==> src/rtl/rf_wb_arbiter.sv <==
// Round-robin writeback arbiter for the shared register-file write port, with
// a pending-write scoreboard used by issue for read-after-write hazard checks.
module rf_wb_arbiter #(
   parameter int ADDR_W = 5,
   parameter int DATA_W = 16,
   parameter int NREGS  = 16,
   parameter int CNT_W  = 8
) (
   input  logic              clk,
   input  logic              rst,
   input  logic              alu_valid,
   input  logic [ADDR_W-1:0] alu_addr,
   input  logic [DATA_W-1:0] alu_data,
   output logic              alu_ready,
   input  logic              ld_valid,
   input  logic [ADDR_W-1:0] ld_addr,
   input  logic [DATA_W-1:0] ld_data,
   output logic              ld_ready,
   input  logic              iss_valid,
   input  logic [ADDR_W-1:0] iss_addr,
   input  logic [ADDR_W-1:0] rd_addr1,
   input  logic [ADDR_W-1:0] rd_addr2,
   output logic              rd_busy1,
   output logic              rd_busy2,
   output logic [ADDR_W-1:0] wr_addr,
   output logic [DATA_W-1:0] wr_data,
   output logic              wr_fire,
   output logic [CNT_W-1:0]  drop_cnt
);

   typedef enum logic {PTR_ALU = 1'b0, PTR_LD = 1'b1} ptr_t;

   localparam logic [ADDR_W:0]  NREGS_EXT = (ADDR_W+1)'(NREGS);
   localparam logic [CNT_W-1:0] CNT_MAX   = '1;

   ptr_t              ptrReg, ptrNext;
   logic              grantAlu, grantLd, anyGrant;
   logic [ADDR_W-1:0] selAddr;
   logic [DATA_W-1:0] selData;
   logic              selMapped, selUnmapped, issSet;
   logic [ADDR_W-1:0] wrAddrReg, wrAddrNext;
   logic [DATA_W-1:0] wrDataReg, wrDataNext;
   logic              wrFireReg, wrFireNext;
   logic [CNT_W-1:0]  dropCntReg, dropCntNext;
   logic [NREGS-1:0]  busyReg, busyNext;
   logic              rdBusy1, rdBusy2;

   // Grants are masked while reset is held so nothing is handshaken during reset.
   always_comb begin
      grantAlu = rst & alu_valid & (~ld_valid | (ptrReg == PTR_ALU));
      grantLd  = rst & ld_valid & (~alu_valid | (ptrReg == PTR_LD));
      anyGrant = grantAlu | grantLd;
      selAddr  = grantLd ? ld_addr : alu_addr;
      selData  = grantLd ? ld_data : alu_data;
      selMapped   = (selAddr != '0) && ({1'b0, selAddr} < NREGS_EXT);
      selUnmapped = ({1'b0, selAddr} >= NREGS_EXT);
      issSet      = iss_valid && (iss_addr != '0) && ({1'b0, iss_addr} < NREGS_EXT);
   end

   always_comb begin
      ptrNext     = ptrReg;
      wrAddrNext  = '0;
      wrDataNext  = '0;
      wrFireNext  = 1'b0;
      dropCntNext = dropCntReg;
      if (grantAlu) begin
         ptrNext = PTR_LD;
      end else if (grantLd) begin
         ptrNext = PTR_ALU;
      end
      if (anyGrant) begin
         if (selMapped) begin
            wrAddrNext = selAddr;
            wrDataNext = selData;
            wrFireNext = 1'b1;
         end else if (selUnmapped && (dropCntReg != CNT_MAX)) begin
            dropCntNext = dropCntReg + 1'b1;
         end
      end
   end

   // A new issue to a register overrides the retiring write to the same register.
   genvar gi;
   generate
      for (gi = 0; gi < NREGS; gi++) begin : gBusy
         assign busyNext[gi] = (issSet && (iss_addr == ADDR_W'(gi))) ||
                               (busyReg[gi] && !(wrFireReg && (wrAddrReg == ADDR_W'(gi))));
      end
   endgenerate

   always_comb begin
      rdBusy1 = 1'b0;
      rdBusy2 = 1'b0;
      for (int i = 1; i < NREGS; i++) begin
         if (rd_addr1 == ADDR_W'(i)) rdBusy1 = busyReg[i];
         if (rd_addr2 == ADDR_W'(i)) rdBusy2 = busyReg[i];
      end
   end

   always_ff @(posedge clk or negedge rst) begin
      if (!rst) begin
         ptrReg     <= PTR_LD;
         wrAddrReg  <= '0;
         wrDataReg  <= '0;
         wrFireReg  <= 1'b0;
         dropCntReg <= '0;
         busyReg    <= '0;
      end else begin
         ptrReg     <= ptrNext;
         wrAddrReg  <= wrAddrNext;
         wrDataReg  <= wrDataNext;
         wrFireReg  <= wrFireNext;
         dropCntReg <= dropCntNext;
         busyReg    <= busyNext;
      end
   end

   assign alu_ready = grantAlu;
   assign ld_ready  = grantLd;
   assign rd_busy1  = rdBusy1;
   assign rd_busy2  = rdBusy2;
   assign wr_addr   = wrAddrReg;
   assign wr_data   = wrDataReg;
   assign wr_fire   = wrFireReg;
   assign drop_cnt  = dropCntReg;

endmodule
==> config.mk <==
export PLATFORM = sky130hd
export DESIGN_NAME = rf_wb_arbiter
export DESIGN_NICKNAME = d
export VERILOG_FILES = /design/src/rtl/rf_wb_arbiter.sv
export SDC_FILE = /design/constraint.sdc
export NUM_CORES = 1
export LEC_CHECK = 0
export ABC_AREA = 1
export BUFFER_PORTS_ARGS = -buffer_cell sky130_fd_sc_hd__buf_2
export CORE_AREA = 2 2 97 62
export CTS_CLUSTER_DIAMETER = 40
export DETAILED_ROUTE_END_ITERATION = 6
export DIE_AREA = 0 0 99 64
export GPL_ROUTABILITY_DRIVEN = 1
export PLACE_DENSITY = 0.79
export SLEW_MARGIN = 40
export SYNTH_ARGS = -nofsm -noshare
export SYNTH_HDL_FRONTEND = slang
export SYNTH_SLANG_ARGS = --single-unit
==> constraint.sdc <==
create_clock -name clk -period 2.4 [get_ports clk]
set_input_delay 0.36 -clock clk [delete_from_list [all_inputs] [get_ports clk]]
set_output_delay 0.36 -clock clk [all_outputs]
set_load 0.01 [all_outputs]
==> results_dict.tcl <==
set metrics [dict create \
    seq_area_frac_synth_pct 43.6 \
    drc_errors 0 \
    yosysTopAreaCellShare_pct 42.7 \
    pre_cts_slack_ns 0.494 \
    synthTopCellsByCount "103 x nand2_1, 50 x inv_1, 45 x dfrtp_1" \
    initial_core_util_pct 49.0 \
    grt_pass1_vias 2416 \
    power_density_mw_per_mm2 596 \
    setup_violations 0 \
    route.met2.wl_um 2650 \
    drv_cap 0 \
    cts_max_level 2 \
    synth-main-ff-cell "dfrtp_1" \
    syn-cell-area_mm2 0.00264 \
    skew_ns 0.00441 \
    vias_per_cell 4.94 \
    gr-total-overflow 0 \
    place_inst 519 \
    drv_slew 0 \
    core_area_mm2 0.00539 \
    avgSynthCellArea_um2 7.33 \
    ctsResizeCount 0 \
    routedWlPerCell_um 11.5 \
    finalNonFillerCells 527 \
    nNetsFinal 520 \
    pwr-share-comb_pct 25.8 \
    ys_seq_elements 46 \
    yosysWarnings 0 \
    critPathCaptureType "output port" \
    numCtsBuffers 5 \
    rows 21 \
    clkLatencyLatePin_ns 0.30 \
    grt_start_max_net_pins 28 \
    synthTopCellsByArea "dfrtp_1 43%, nand2_1 15%, inv_1 7.1%, nand3_1 6.6%, o21ai_0 5.9%" \
    period_minus_slack_ns 2.07 \
    r2r_slack_ns 0.49 \
    cts.clk_slew.worst_paths_ns 0.08 \
    start_kind "flip-flop" \
    worst_slack_ns 0.334 \
    clkPwrFrac_pct 24.7 \
    wl_met1_um 2800 \
    netlist.top_cell.by_area "dfrtp_1" \
    cts_buffer_depth 2 \
    ios 96 \
    synthArstFlopShare_pct 100 \
    status "completed" \
    postCtsSetupBuffers 0 \
    p_leak_uw 0.00180 \
    die-area_mm2 0.00634 \
    die-height_um 64 \
    reg2reg_to "wr_data[11]$_DFF_PN0_" \
    hold_class "in -> async" \
    cts-root-buf "clkbuf_8" \
    syn_inst 360 \
    antenna_found_initial 0 \
    fin_util_pct 60.4 \
    cp.arrival_ns 1.71 \
    synth_edf_count 0 \
    stdcell_area_mm2 0.00325 \
    drt_iter0_markers 192 \
    synthToLayoutAreaGrowth_pct 23.3 \
    synth.net_count 423 \
    top_layer_used "met4" \
    grt_pass1_wl_um 10300 \
    switchingPower_uw 632 \
    holdBufCountCts 0 \
    cts_tree "built" \
    port_buffers 95 \
    postPlaceCellArea_mm2 0.00316 \
    synth.most_common_cell "nand2_1" \
    fillers 478 \
    drive_gt1_share_pct 28.8 \
    multiInputGateArea_mm2 0.00121 \
    fin_tns_setup_ns 0 \
    intPower_uw 1310 \
    num_antenna_cells 0 \
    hold_viol 0 \
    drt_pre_antenna_iters 4 \
    setup.worst_path.class "reg -> out" \
    drtAntennaViolNets 0 \
    max_freq_mhz 484 \
    period_share_pct 86.1 \
    ir_drop_v 0.000485 \
    dp_hpwl_um 5020 \
    register_area_mm2 0.00115 \
    route.vias.total 2602 \
    required_ns 2.04 \
    gp_congestion 0.874 \
    switching_share_pct 32.6 \
    cts.sinks 46 \
    met3_wirelength_um 515 \
    r2r-start "ptrReg$_DFFE_PN1P_" \
    finalWirelength_um 6080 \
    path_max_fanout 27 \
    die_width_um 99 \
    rsz0062_at_grt "no" \
    reg2reg_depth 7 \
    seqPwrFrac_pct 49.4 \
    grt_util_all_layers_pct 20.3 \
    synth_cell_type_count 32 \
]
[worst max-delay path by stage]
| stage | startpoint | endpoint | depth (start not counted) |
|---|---|---|---|
| after floorplan | rd_addr1[0] | rd_busy1 | 10 |
| after global placement | ptrReg$_DFFE_PN1P_ | wr_data[13]$_DFF_PN0_ | 7 |
| after detailed placement | ptrReg$_DFFE_PN1P_ | wr_data[11]$_DFF_PN0_ | 7 |
| after CTS | ptrReg$_DFFE_PN1P_ | ld_ready | 6 |
| after global routing | ptrReg$_DFFE_PN1P_ | ld_ready | 6 |
| final | ptrReg$_DFFE_PN1P_ | ld_ready | 6 |
[power by group through the flow]
stage	Clock (uW)	Sequential, uW	Combinational (uW)
floorplan	0	982	294
global placement	0	969	492
detailed placement	0	971	505
CTS	492	958	506
global route	520	971	570
finish	480	958	501
[layout make-up]
type,count,area share (%)
multi-input cells,251,37.3
flip-flops and latches,46,35.4
repair buffers,99,15.5
inverters,54,6.23
well taps,69,2.65
clock buffers,6,2.54
clock inverters,2,0.384
[metrics by stage]
stage	total power, uW	hold WS, ns
after floorplan	1280	0.0644
after global placement	1460	0.400
after detailed placement	1480	0.412
after CTS	1960	0.0866
after global routing	2060	0.0974
final	1940	0.0836
[routing by layer]
metal	up-vias	track usage [%]
met5	-	0
li1	1331	-
met2	88	32.2
met1	1172	27.2
met3	11	5.14
met4	0	7.36
[cells in the final DEF (no fill, tap or decap), types with 6 or more instances in the layout]
cell type / netlist / routed
buf_2: 6 / 95
o21ai_0: 31 / 31
clkbuf_8: 0 / 6
inv_1: 50 / 50
nor2_1: 33 / 33
nand3_1: 35 / 35
nand2_1: 103 / 103
nand4_1: 7 / 7
dfrtp_1: 45 / 45
nor2_2: 9 / 9
[critical path: stages (launching register included)]
cell and delay [ns]:
dfstp_2 0.55, inv_2 0.04, nand2_2 0.06, nand3_4 0.24
inv_2 0.13, buf_4 0.22, buf_2 0.16
[sequential cells by signal (all words and copies together), names as in the netlist]
| signal | count |
|---|---|
| wr_data | 16 |
| busyReg | 15 |
| drop_cnt | 8 |
| wr_addr | 5 |
| ptrReg | 1 |
| wr_fire | 1 |
[cell families (layout without fill, tap and decap cells)]
logic type               after synthesis  after routing  synth area share, %
AO/OA/AOI/OAI                         43             43                 9.00
XOR/XNOR                               7              7                 2.61
adder cells (fa/ha/maj)                1              1                0.474
buffers and inverters                 63            161                 10.4
flip-flops                            46             46                 43.6
other                                  1              1                0.142
AND/OR/NAND/NOR                      199            199                 33.7
No activity file was read; power rests on OpenSTA's default activity.
